File: config.mk
export PLATFORM = sky130hd
export DESIGN_NAME = dmem_lsu
export DESIGN_NICKNAME = d
export VERILOG_FILES = /design/src/rtl/dmem_lsu.sv
export SDC_FILE = /design/constraint.sdc
export NUM_CORES = 1
export LEC_CHECK = 0
export CORE_UTILIZATION = 48
export DETAILED_ROUTE_END_ITERATION = 10
export PLACE_DENSITY = 0.91
export SLEW_MARGIN = 20
export SYNTH_ARGS = -nofsm -noshare
export SYNTH_HDL_FRONTEND = slang
export SYNTH_SLANG_ARGS = --single-unit
File: constraint.sdc
create_clock -name clk -period 4.75 [get_ports clk]
set_clock_uncertainty 0.05 [all_clocks]
set_input_delay 0.95 -clock clk [delete_from_list [all_inputs] [get_ports clk]]
set_output_delay 0.95 -clock clk [all_outputs]
set_load 0.03 [all_outputs]
File: src/rtl/dmem_lsu.sv
// dmem_lsu: load/store initiator between the memory stage and a 256x32 data
// memory. Converts byte/halfword/word requests into whole-word accesses,
// doing read-modify-write for sub-word stores and extension for sub-word loads.
module dmem_lsu #(
    parameter int ADDR_W = 32
) (
    input  logic              clk,
    input  logic              rst,
    input  logic              req_valid,
    output logic              req_ready,
    input  logic              req_wr,
    input  logic [ADDR_W-1:0] req_addr,
    input  logic [31:0]       req_wdata,
    input  logic [2:0]        req_funct3,
    output logic              resp_valid,
    input  logic              resp_ready,
    output logic [31:0]       resp_rdata,
    output logic              resp_err,
    output logic [ADDR_W-1:0] dmem_addr,
    output logic [31:0]       dmem_wr_data,
    output logic              dmem_mem_wr,
    output logic              dmem_mem_rd,
    output logic [2:0]        dmem_mask,
    input  logic [31:0]       dmem_rd_data
);

    typedef enum logic [1:0] {IDLE, RD, WR, RESP} state_t;

    localparam logic [2:0] F3_B  = 3'b000;
    localparam logic [2:0] F3_H  = 3'b001;
    localparam logic [2:0] F3_W  = 3'b010;
    localparam logic [2:0] F3_BU = 3'b100;
    localparam logic [2:0] F3_HU = 3'b101;

    state_t            state_q, state_d;
    logic              wr_q;
    logic [ADDR_W-1:0] addr_q;
    logic [31:0]       wdata_q;
    logic [2:0]        funct3_q;
    logic              err_q;
    logic [31:0]       word_q;
    logic              req_err;
    logic [31:0]       merged;
    logic [31:0]       load_data;
    logic [7:0]        sel_byte;
    logic [15:0]       sel_half;

    // Data memory is always accessed in word mode.
    assign dmem_mask = 3'b010;

    // Classify the incoming request: illegal funct3, unsigned store, misalignment.
    always_comb begin
        // NOTE: every combinational output gets a default first so no path can infer a latch.
        req_err = 1'b0;
        case (req_funct3)
            F3_B:          req_err = 1'b0;
            F3_H:          req_err = req_addr[0];
            F3_W:          req_err = |req_addr[1:0];
            F3_BU, F3_HU:  req_err = req_wr;
            default:       req_err = 1'b1;
        endcase
    end

    // State register; reset overrides every transition.
    always_ff @(posedge clk) begin
        // NOTE: sequential state uses non-blocking assignments so all flops update together.
        if (rst) state_q <= IDLE;
        else     state_q <= state_d;
    end

    // Request capture and read-word capture.
    always_ff @(posedge clk) begin
        // NOTE: datapath registers carry no reset; the state register gates every use of them.
        if (state_q == IDLE && req_valid) begin
            wr_q     <= req_wr;
            addr_q   <= req_addr;
            wdata_q  <= req_wdata;
            funct3_q <= req_funct3;
            err_q    <= req_err;
        end
        if (state_q == RD) word_q <= dmem_rd_data;
    end

    // Next-state logic and handshake/strobe outputs.
    always_comb begin
        state_d     = state_q;
        req_ready   = 1'b0;
        resp_valid  = 1'b0;
        dmem_mem_rd = 1'b0;
        dmem_mem_wr = 1'b0;
        case (state_q)
            IDLE: begin
                req_ready = 1'b1;
                if (req_valid) begin
                    if (req_err)                          state_d = RESP;
                    else if (!req_wr || req_funct3 != F3_W) state_d = RD;
                    else                                  state_d = WR;
                end
            end
            RD: begin
                dmem_mem_rd = 1'b1;
                state_d     = wr_q ? WR : RESP;
            end
            WR: begin
                dmem_mem_wr = 1'b1;
                state_d     = RESP;
            end
            RESP: begin
                resp_valid = 1'b1;
                if (resp_ready) state_d = IDLE;
            end
            default: state_d = IDLE;
        endcase
    end

    // Store word: replace the addressed byte/half lane of the captured word.
    always_comb begin
        merged = word_q;
        case (funct3_q[1:0])
            2'b00:   merged[{addr_q[1:0], 3'b000} +: 8]  = wdata_q[7:0];
            2'b01:   merged[{addr_q[1], 4'b0000} +: 16]  = wdata_q[15:0];
            default: merged = wdata_q;
        endcase
    end

    // Load extraction with sign or zero extension.
    always_comb begin
        sel_byte  = word_q[{addr_q[1:0], 3'b000} +: 8];
        sel_half  = word_q[{addr_q[1], 4'b0000} +: 16];
        load_data = '0;
        case (funct3_q)
            F3_B:    load_data = {{24{sel_byte[7]}}, sel_byte};
            F3_H:    load_data = {{16{sel_half[15]}}, sel_half};
            F3_W:    load_data = word_q;
            F3_BU:   load_data = {24'h0, sel_byte};
            F3_HU:   load_data = {16'h0, sel_half};
            default: load_data = '0;
        endcase
    end

    assign dmem_addr    = (dmem_mem_rd || dmem_mem_wr) ? {addr_q[ADDR_W-1:2], 2'b00} : '0;
    assign dmem_wr_data = dmem_mem_wr ? merged : '0;
    assign resp_rdata   = (state_q == RESP && !wr_q && !err_q) ? load_data : '0;
    assign resp_err     = (state_q == RESP) && err_q;

endmodule

==> metrics.txt, run 1 <==
outcome=completed; XOR/XNOR share of the synthesized area=0%; CTS sink count=103; Post-synth ARST share=0%; HPWL Detailed=between 10 and 15 mm; Die Wd=between 100 and 150 µm; Main synth FF type=edfxtp_1; CP endpoint=dmem_wr_data[17]; # rows=38; yosys warns=0; final WL=approximately 19 mm; Avg Cell Area, Syn=approximately 12 µm²; register bit total from synthesis=between 100 and 150; Worst path max stage delay=700 ps; CP max stage cell=edfxtp_1; # nets final=approximately 760; r2r setup slk=2740 ps; DR DRC count=0; die height=109 µm; number of port buffers=roughly 200; leading area contributor after synthesis=edfxtp_1; Max IR drop VDD=~500 µV; # resized after CTS=0; Overflow after GRT=0; Cell Area, Synth=~5500 µm²; largest family of logic cells by synthesized area=compound AO/OA/AOI/OAI gates; H-tree levels=3; Clock Tree Root=clkbuf_16; total count of hold-check failures in the final report=0; TNS Setup=0 ps; RSZ-0062 raised after global routing=false; Highest Clock Rate=230 MHz; Ports=around 210; antenna viol nets, final=0; Post-synth top cells=edfxtp_1, nand2_1, and2_1; GRT Overall Usage=about a third; Post-Synth Simple-Gate Area=~12%; Wirelength per Cell=23.5 µm; area added between synthesis and finish=43.1%; Final Max Tran Viols=0; Final setup viols=0; R2R Path End=wdata_q[13]$_DFFE_PP_; Antenna Cells=0; post-synthesis adder-cell area fraction=under 10%; largest net degree at the start of global routing=36; CTS tree=done; Tightest Hold Check Type=register to register; CTS Buf Count=9; EDFF count, synth=between 100 and 150; clk_lat worst skew=roughly 350 ps; most numerous cell in the Yosys netlist=edfxtp_1; layout cells sized above 1=approximately 7.6%; Critical Path RT=between 3000 and 4000 ps; vias per cell=just over 6; Reg clk slew, reported paths=80 ps; via count=4842; worst-path cell chain=inv_1 > ha_1 > nor3_2 > nand4_1 > o221ai_1 > a22o_1 > clkdlybuf4s50_1; worst r2r src=state_q[0]$_SDFFE_PP0P_; initial core utilization=about half; Synth Area in Compound Gates=approximately a fifth; postcts setup bufs=0; mux share of post-synthesis cell area=between 6 and 7%; dpl ws=875 ps; initial antenna violation count=0; drt first pass iters=5; first-pass GRT wire length=27.3 mm; maximum root-to-sink buffer count=2; CP Max Fanout=16; share of the synthesized area in the top cell type=between 50 and 60%; Synth Instances=around 460; Worst-Margin Slew=just under 1000 ps; post-synthesis cell type count=52; Worst Setup SP=addr_q[0]$_DFFE_PP_; register area share after synthesis=between 50% and 60%; vias in the first global route=about 4.9k; critical path arrival=about 3300 ps; Max transition margin=around a third; startpoint types=register; Hold-fix buffers, CTS=0; Starting DRT DRC Count=approximately 410; gp weighted congestion=0.901; fin crit period=about 4300 ps; Tcrit/Tclk final=between 90 and 100%; # Max-Cap Violations=0; PD cells=~560 nW/µm²; top cells by area, synth=edfxtp_1, o221ai_1, and2_1, nand2_1, mux2i_1; Core Box Area=11000 µm²; CP Class=register to output port; depth of the most critical reg-to-reg path=4; area of the die=between 10000 and 15000 µm²; Leak=2.72 nW; setup ws final=roughly 410 ps; critical path endpoint category=output port
## cell type report
cell class	count	area [µm²]
fill	765	3140
multi-input combinational	308	2200
timing repair buffer	212	2100
sequential	103	3070
clock inverter	6	62.6
inverter	15	56.3
clock buffer	10	229
tap	140	175
## power breakdown
part | switching, mW | total [mW] | internal (mW)
Combinational | 1.26 | 2.08 | 0.821
Clock | 0.366 | 0.736 | 0.370
Sequential | 0.248 | 1.56 | 1.32
## sequential cells by signal, summed over array words and instances (netlist names)
register  cells
addr_q       32
wdata_q      32
word_q       32
funct3_q      3
state_q       2
err_q         1
wr_q          1
## logic make-up after synthesis
logic type	Yosys count
adders and majority gates	9
muxes	34
other	2
and+or+nand+nor	129
AOI/OAI and AO/OA	131
buffers and inverters	54
DFF	103
## per-stage QoR
stage | cell area, µm² | cells | hold slack (ps) | total power [mW] | utilization (%)
after floorplan | 5520 | 465 | 409 | 2.77 | -
after global placement | 7600 | 778 | 427 | 3.57 | 68.9
after detailed placement | 7600 | 778 | 472 | 3.63 | 68.9
after CTS | 7890 | 794 | 483 | 4.36 | 71.5
after global routing | 7890 | 794 | 516 | 4.55 | 71.5
final | 7890 | 794 | 492 | 4.38 | 71.5
## critical path, delay by kind of cell (launching register included)
kind / cells / cell delay, ps
adders and majority gates: 1 / 260
buffers and inverters: 2 / 890
AOI/OAI and AO/OA: 2 / 570
DFF: 1 / 700
and+or+nand+nor: 2 / 570
## layer usage
metal | GRT usage, % | wire, µm
met1 | 38.3 | 6830
met2 | 54.4 | 9270
met3 | 8.43 | 1970
met4 | 11.3 | 550
met5 | 0 | 0
## layout by cell type, fill, tap and decap left out, drive strengths merged, types with 7 or more instances in the layout
cell type,count
a221oi,15
inv,18
a31oi,18
ha,9
a32o,8
edfxtp,101
a21boi,9
buf,10
a22o,16
a21oi,18
mux2i,19
o221ai,23
clkbuf,10
a32oi,7
mux2,15
clkdlybuf4s50,202
and2,32
nand2,53
a22oi,7
nor2,17
## worst min-delay path by stage
stage                     slack, ps  cells after the start                 endpoint                    start
final                           490                      2  state_q[1]$_SDFFE_PP0P_  state_q[1]$_SDFFE_PP0P_
after global placement          430                      2  state_q[1]$_SDFFE_PP0P_  state_q[1]$_SDFFE_PP0P_
after floorplan                 410                      2  state_q[1]$_SDFFE_PP0P_  state_q[1]$_SDFFE_PP0P_
after CTS                       480                      2  state_q[1]$_SDFFE_PP0P_  state_q[1]$_SDFFE_PP0P_
after detailed placement        470                      2  state_q[1]$_SDFFE_PP0P_  state_q[1]$_SDFFE_PP0P_
after global routing            520                      2  state_q[1]$_SDFFE_PP0P_  state_q[1]$_SDFFE_PP0P_
No activity file was read; power rests on OpenSTA's default activity.
==> run 2: changes to the inputs <==
--- a/config.mk
+++ b/config.mk
@@ -6,6 +6,7 @@
 export NUM_CORES = 1
 export LEC_CHECK = 0
 export CORE_UTILIZATION = 48
+export CTS_CLUSTER_DIAMETER = 50
 export DETAILED_ROUTE_END_ITERATION = 10
 export PLACE_DENSITY = 0.91
 export SLEW_MARGIN = 20
==> results of run 2 <==
The final DEF is identical to that of run 1; final timing and power are the same.
==> run 3: changes to the inputs <==
--- a/config.mk
+++ b/config.mk
@@ -5,10 +5,11 @@
 export SDC_FILE = /design/constraint.sdc
 export NUM_CORES = 1
 export LEC_CHECK = 0
-export CORE_UTILIZATION = 48
+export CORE_MARGIN = 5
+export CORE_UTILIZATION = 45
 export CTS_CLUSTER_DIAMETER = 50
 export DETAILED_ROUTE_END_ITERATION = 10
-export PLACE_DENSITY = 0.91
+export PLACE_DENSITY = 0.86
 export SLEW_MARGIN = 20
 export SYNTH_ARGS = -nofsm -noshare
 export SYNTH_HDL_FRONTEND = slang
==> constraint.sdc (replaced) <==
create_clock -name clk -period 4.15 [get_ports clk]
set_clock_uncertainty 0.05 [all_clocks]
set_input_delay 0.83 -clock clk [delete_from_list [all_inputs] [get_ports clk]]
set_output_delay 0.83 -clock clk [all_outputs]
set_load 0.03 [all_outputs]
==> metrics.txt, run 3 (same netlist as run 1, synthesis figures left out) <==
fin crit period=3850 ps; Overflow after GRT=0 (unchanged); # resized after CTS=0 (unchanged); GRT Overall Usage=26.5% (-5.2 points); initial antenna violation count=0 (unchanged); area of the die=14600 µm² (+22%); drt first pass iters=5 (unchanged); Leak=2.93 nW (+7.7%); Clk pwr share=16.5% (-0.3 points); antenna viol nets, final=0 (unchanged); number of port buffers=202 (unchanged); # Max-Cap Violations=0 (unchanged); Final setup viols=0 (unchanged); power share of the combinational group=48.0% (+0.5 points); # rows=40 (+5.3%); Max IR drop VDD=517 µV (+3.3%); Wirelength per Cell=24.2 µm (+3.0%); via count=4973 (+2.7%); r2r setup slk=1840 ps (-900 ps); Worst path max stage delay=810 ps (+110 ps); Tcrit/Tclk final=between 90% and 100%; sequential power share=35.5% (-0.2 points); Regs by FF count=addr_q: 32 flops, wdata_q: 32 flops, word_q: 32 flops; vias in the first global route=5129 (+4.2%); startpoint types=register; dpl ws=772 ps (-103 ps); gp weighted congestion=0.984 (+9.2%); final WL=19.3 mm (+3.8%); Antenna Cells=0 (unchanged); clk_lat worst skew=360 ps (about the same); critical path arrival=2970 ps (-370 ps); # nets final=762 (unchanged); CP max stage cell=edfxtp_1; postcts setup bufs=0 (unchanged); PD cells=623 nW/µm² (+12%); CTS sink count=103 (unchanged); Internal=2.97 mW (+19%); Max transition margin=40.9% (+6.4 points); CTS Buf Count=9 (unchanged); RSZ-0062 raised after global routing=false; H-tree levels=3 (unchanged); Core Box Area=12000 µm² (+8.9%); HPWL Detailed=14.4 mm (+3.8%); setup ws final=298 ps (-112 ps); TNS Setup=0 ps (unchanged); switch share=41.7% (-1.1 points); Highest Clock Rate=about 260 MHz; die height=121 µm (+11%); largest net degree at the start of global routing=41 (+14%); CP Class=register to output port; Ports=208 (unchanged); vias per cell=6.22 (+1.9%); maximum root-to-sink buffer count=2 (unchanged); critical path endpoint category=output port; Sw Pwr=2.13 mW (+13%); commonest non-fill, non-tap cell in the layout=clkdlybuf4s50_1; initial core utilization=45.9% (-4.1 points); Tightest Hold Check Type=register to register; Reg clk slew, reported paths=70 ps (about the same); layout cells sized above 1=16.4% (+8.7 points); Worst-Margin Slew=886 ps (-92.4 ps); worst-path cell chain=nor2b_1 > a21oi_2 > a31oi_1 > buf_12; CP Max Fanout=19 (+3); Final Max Tran Viols=0 (unchanged); area added between synthesis and finish=48.5%; Die Wd=121 µm (+11%); Critical Path RT=3270 ps (-480 ps); CTS tree=done; first-pass GRT wire length=29.2 mm (+6.9%); total count of hold-check failures in the final report=0 (unchanged); Starting DRT DRC Count=649 (+60%); Clock Tree Root=clkbuf_16; Hold-fix buffers, CTS=0 (unchanged); leading cell types in the layout, fill and taps excluded=clkdlybuf4s50_1, edfxtp_1, nand2_1; DR DRC count=0 (unchanged); outcome=completed
[run 3: stage by stage]
stage               cells  hold slack [ps]  power (mW)  utilization (%)  area [µm²]
floorplan             465              409        3.17                -        5520
global placement      785              429        4.14             65.8        7900
detailed placement    785              454        4.23             65.8        7900
CTS                   800              463        5.08             68.2        8190
global route          800              491        5.30             68.2        8190
finish                800              470        5.10             68.2        8190
[run 3: worst paths after layout]
kind / from / end / cells after the start
worst min register to register: state_q[1]$_SDFFE_PP0P_ / state_q[1]$_SDFFE_PP0P_ / 2
worst max register to register: state_q[0]$_SDFFE_PP0P_ / state_q[1]$_SDFFE_PP0P_ / 7
worst min-delay path: state_q[1]$_SDFFE_PP0P_ / state_q[1]$_SDFFE_PP0P_ / 2
worst max-delay path: addr_q[1]$_DFFE_PP_ / resp_rdata[18] / 4
[run 3: cell type report]
cell class / count / area, µm²
clock buffer: 10 / 229
fill: 816 / 3820
sequential: 103 / 3070
timing repair buffer: 212 / 2390
clock inverter: 5 / 60.1
tap: 147 / 184
inverter: 15 / 56.3
multi-input combinational: 308 / 2200
[run 3: per-layer routing]
metal | wire length [µm] | global-route usage (%)
met5 | 0 | 0
met3 | 2370 | 8.51
met1 | 6940 | 31.9
met2 | 9270 | 43.6
met4 | 753 | 11.4
[run 3: power by group through the flow]
| stage | Combinational (mW) | Sequential, mW | Clock, mW |
|---|---|---|---|
| final | 2.45 | 1.81 | 0.842 |
| after global routing | 2.58 | 1.83 | 0.894 |
| after CTS | 2.44 | 1.79 | 0.847 |
| after detailed placement | 2.42 | 1.81 | 0 |
| after global placement | 2.35 | 1.79 | 0 |
| after floorplan | 1.51 | 1.66 | 0 |
[run 3: worst max-delay path, delay by kind of cell, from the launching register on]
family / cells / cell delay, ps
compound gates: 2 / 910
buf+inv: 1 / 180
flops: 1 / 810
simple gates: 1 / 710
==> RTL edit 1, RTL diff (flow settings as in run 1) <==
The 4 states of `state_t` get a Gray code encoding in 2 bits.
--- a/src/rtl/dmem_lsu.sv
+++ b/src/rtl/dmem_lsu.sv
@@ -24,7 +24,7 @@
     input  logic [31:0]       dmem_rd_data
 );
 
-    typedef enum logic [1:0] {IDLE, RD, WR, RESP} state_t;
+    typedef enum logic [1:0] {IDLE = 2'b00, RD = 2'b01, WR = 2'b11, RESP = 2'b10} state_t;
 
     localparam logic [2:0] F3_B  = 3'b000;
     localparam logic [2:0] F3_H  = 3'b001;
Behaviour: no difference found for any inputs over 4 cycles, from zero or initial values and one cycle with rst high; so few cycles prove little.
==> RTL edit 1 against run 1 <==
Setup slack lost 0.26 ns; via count is 0.76% lower; register-to-register slack got worse by 0.20 ns; cell count decreased by 1.8%; wire length decreased by 4.9%; sequential cell count unchanged; maximum frequency decreased by 5.7%; die area down 4.1%; final area fell by 2.4%; area after synthesis is 4.2% lower; critical endpoint is now dmem_wr_data[1].
Power is not compared: it rests on default switching activity, and its combinational part moved more than twofold at a synthesized area within 25%.
==> RTL edit 1: results <==
synth:
  synth.distinct_cells: 46
  synth_edf_count: 101
  async_flop_share: 0
  yosysWarnings: 0
  synth_area_leaders: "edfxtp_1 (57%), a22oi_1 (6.1%), and2_1 (3.7%), mux2_2 (3.6%), a21oi_1 (3.6%)"
  synthTopCellsByCount: "edfxtp_1 (101), a22oi_1 (43), a21oi_1 (38)"
  seq_area_frac_synth: 0.582
setup_path:
  max_stage_delay_ns: 0.82
  cp_max_fo: 9
  crit_slowest_cell: "clkdlybuf4s50_1"
  ff2ff_path_depth: 3
  cp.arrival_ns: 3.60
  regToRegStartpoint: "state_q[1]$_SDFFE_PP0P_"
  r2r_end: "wdata_q[3]$_DFFE_PP_"
  rrSetupSlack_ns: 2.54
hold_path:
  hold_path_end: "state_q[0]$_SDFFE_PP0P_"
  holdPathStages: 2
  worst_hold_startpoint: "wr_q$_DFFE_PP_"
  hp-class: "flop to flop"
placed_design:
  dp_slack_ns: 0.558
  routabilityCongestion: 0.953
  placed_cell_area_sq_um: 7510
  dpl.hpwl_um: 12700
  numPortBuffers: 202
clock_network:
  path_clk_slew_ns: 0.11
  cts_buffer_depth: 2
  clockRootBuffer: "clkbuf_8"
  clk_latency_ns: 0.38
  post-cts-setup-buffer-count: 0
  cts_buffers: 9
  htreeDepth: 3
global_route:
  grt_max_degree: 39
  grt_pass1_vias: 4846
  grt_pass1_wl_um: 26700
  track_usage: 0.314
  antenna_found_initial: 0
cells_and_area:
  nets: 748
  reg_top3: "addr_q: 32 flops, wdata_q: 32 flops, word_q: 32 flops"
  antenna_cells: 0
  drive_above_1_share: 0.101
  nFillCells: 680
power:
  peakVddDrop_uv: 239
  p_leak_nw: 2.51
status:
  outcome: "completed"
drt:
  drt-initial-drc-count: 652
  vias_per_cell: 6.16
  wl_um: 17700
  drt_pass1_iterations: 6
timing:
  worst_pin_slew_ns: 0.929
  holdWs_ns: 0.498
  slew_violations: 0
RTL edit 1: cell count changes in the layout (fill, tap and decap cells not counted), moves of 11 or more:
cell             run 1  this run
a22oi_1              7        43
a21oi_1             16        38
mux2i_1             19         3
a22o_1              16         0
nand2_1             52        28
o221ai_1            23         0
nor2b_1              5        17
inv_1               15         4
RTL edit 1: how the worst max path moves through the flow:
stage / start / end / slack (ns) / cells past startpoint
6_report: addr_q[0]$_DFFE_PP_ / dmem_wr_data[1] / 0.15 / 6
5_1_grt: addr_q[0]$_DFFE_PP_ / dmem_wr_data[1] / 0.003 / 6
4_1_cts: addr_q[0]$_DFFE_PP_ / dmem_wr_data[1] / 0.02 / 6
3_5_place_dp: addr_q[0]$_DFFE_PP_ / dmem_wr_data[1] / 0.56 / 6
3_3_place_gp: addr_q[0]$_DFFE_PP_ / dmem_wr_data[1] / 0.58 / 6
2_1_floorplan: req_valid / addr_q[0]$_DFFE_PP_ / 0.0003 / 2
RTL edit 1: cell type report:
class                           count  area [sq um]  share of cell area
Sequential cell                   103          3070               0.399
Timing Repair Buffer              218          2190               0.285
Multi-Input combinational cell    301          2060               0.268
Tap cell                          136           170              0.0221
Clock buffer                        9           124              0.0161
Clock inverter                      7          56.3             0.00731
Inverter                            6          22.5             0.00293
RTL edit 1: cell families after synthesis:
group,count (synthesis),share of synthesized area
adder cells (fa/ha/maj),5,0.0118
AO/OA/AOI/OAI,148,0.192
buffers and inverters,40,0.0332
AND/OR/NAND/NOR,118,0.127
other,2,0.00142
flip-flops,103,0.582
multiplexers,25,0.0526
RTL edit 1: critical path, delay by kind of cell (launching register included):
family	cells	cell delay (ns)
buffers and inverters	2	0.95
AO/OA/AOI/OAI	2	0.80
flip-flops	1	0.55
AND/OR/NAND/NOR	1	0.49
adder cells (fa/ha/maj)	1	0.43
RTL edit 1: what timing repair did:
item                       4_1_cts  5_1_grt
resized for setup                0        3
hold buffers                     0        0
setup endpoints to repair        0        5
RTL edit 1: routing by layer:
metal,up-vias,part of all wire,global-route usage
met4,0,0.033,0.122
met1,2260,0.37,0.382
met2,360,0.49,0.530
li1,2126,-,-
met3,59,0.11,0.0869
met5,-,0,0
RTL edit 1: per-stage QoR:
stage,std cells,util
floorplan,444,-
global placement,764,0.715
detailed placement,764,0.715
CTS,780,0.732
global route,780,0.732
finish,780,0.732
RTL edit 1: power by group:
part	internal [mW]	total [mW]	switching [mW]
clock	0.199	0.524	0.326
sequential	1.07	1.11	0.0464
combinational	0.174	0.368	0.194
total	1.44	2.01	0.566
==> RTL edit 2, RTL diff (settings of run 1) <==
Made on the original files. Change the parameter `ADDR_W` from 32 to 16.
--- a/src/rtl/dmem_lsu.sv
+++ b/src/rtl/dmem_lsu.sv
@@ -2,7 +2,7 @@
 // memory. Converts byte/halfword/word requests into whole-word accesses,
 // doing read-modify-write for sub-word stores and extension for sub-word loads.
 module dmem_lsu #(
-    parameter int ADDR_W = 32
+    parameter int ADDR_W = 16
 ) (
     input  logic              clk,
     input  logic              rst,
Interface: changed (resized dmem_addr and req_addr); port bits go from 208 to 176. The function was not compared with the original's and may differ.
==> RTL edit 2 against run 1 <==
Total power fell by 16%; register-to-register slack got worse by 0.34 ns; setup slack improved by 0.20 ns; final area fell by 12%; area after synthesis fell by 11%; sequential cell count fell by 16; count of clock-buffer cells in the layout fell by 1; wire length fell by 15%; critical endpoint is now dmem_wr_data[1]; largest power group unchanged; highest routed layer unchanged.
==> RTL edit 2: results <==
status:
  outcome: "completed"
setup_path:
  cp_max_fo: 9
  cp.arrival_ns: 3.14
clock_network:
  cts_buffer_depth: 2
  htreeDepth: 3
  post-cts-setup-buffer-count: 0
  path_clk_slew_ns: 0.08
  cts_buffers: 9
  clk_latency_ns: 0.36
  cts-resized-gates: 0
  clockRootBuffer: "clkbuf_8"
synth:
  synth-compound-area-share: 0.195
  synthTopCellsByCount: "edfxtp_1 (85), nand2_1 (50), a21oi_1 (24)"
  synth_edf_count: 85
  synth.distinct_cells: 55
  synth_area_leaders: "edfxtp_1 (52%), mux2_2 (5.0%), nand2_1 (3.8%), a222oi_1 (3.5%), a221oi_1 (2.5%)"
  yosysWarnings: 0
  yosys-mux-area-fraction: 0.0729
  synth_xor_xnor_area_share: 0
  synth_fa_ha_area_frac: 0.0229
  async_flop_share: 0
  seq_area_frac_synth: 0.528
global_route:
  grt_pass1_vias: 4395
  grt_pass1_wl_um: 23900
  track_usage: 0.305
  antenna_found_initial: 0
  grt_max_degree: 46
drt:
  drt-initial-drc-count: 600
  routedWlPerCell_um: 21.8
  vias: 4558
  wl_um: 15700
  drt_pass1_iterations: 6
power:
  p_leak_nw: 2.40
  peakVddDrop_uv: 315
placed_design:
  routabilityCongestion: 0.895
  dpl.hpwl_um: 10800
  numPortBuffers: 170
  placed_cell_area_sq_um: 6650
  dp_slack_ns: 1.10
hold_path:
  hp-class: "flop to flop"
timing:
  worst_pin_slew_ns: 1.08
cells_and_area:
  reg_top3: "wdata_q: 32 flops, word_q: 32 flops, addr_q: 16 flops"
  antenna_cells: 0
  nFillCells: 739
  drive_above_1_share: 0.161
  nets: 684
[RTL edit 2: area by class of cell]
class                   instances  area, sq um  share of cell area
multi-input cells             299         2080               0.301
well taps                     133          166              0.0241
repair buffers                181         1780               0.258
clock inverters                 6          134              0.0194
flip-flops and latches         87         2590               0.375
clock buffers                   9          124              0.0179
inverters                       9         33.8             0.00489
[RTL edit 2: through the flow]
stage          instances  power [mW]
2_1_floorplan        431        2.35
3_3_place_gp         709        2.93
3_5_place_dp         709        2.98
4_1_cts              724        3.65
5_1_grt              724        3.84
6_report             724        3.68
[RTL edit 2: metal layers]
| layer | vias to the layer above | part of all wire | wire length, um | track usage |
|---|---|---|---|---|
| li1 | 1986 | - | - | - |
| met1 | 2158 | 0.38 | 5960 | 0.395 |
| met2 | 347 | 0.49 | 7700 | 0.485 |
| met3 | 67 | 0.091 | 1440 | 0.0664 |
| met4 | 0 | 0.041 | 651 | 0.154 |
| met5 | - | 0 | 0 | 0 |
[RTL edit 2: path summary, 6_finish.rpt]
check,from,end,slack [ns],cells past startpoint
setup reg to reg,state_q[1]$_SDFFE_PP0P_,wdata_q[19]$_DFFE_PP_,2.40,4
setup / recovery,addr_q[0]$_DFFE_PP_,dmem_wr_data[1],0.61,6
hold / removal,state_q[1]$_SDFFE_PP0P_,state_q[1]$_SDFFE_PP0P_,0.48,2
hold reg to reg,state_q[1]$_SDFFE_PP0P_,state_q[1]$_SDFFE_PP0P_,0.48,2
[RTL edit 2: worst max-delay path: stages (launching register included)]
cell and delay, ns:
edfxtp_1 0.63, inv_2 0.18, ha_1 0.39, nor3_1 0.79, a221oi_1 0.17, nor3_1 0.38, buf_4 0.23
[RTL edit 2: report_power, final]
part	internal [mW]	switching (mW)	total, mW
sequential	1.12	0.204	1.32
combinational	0.667	1.02	1.69
clock	0.400	0.272	0.672
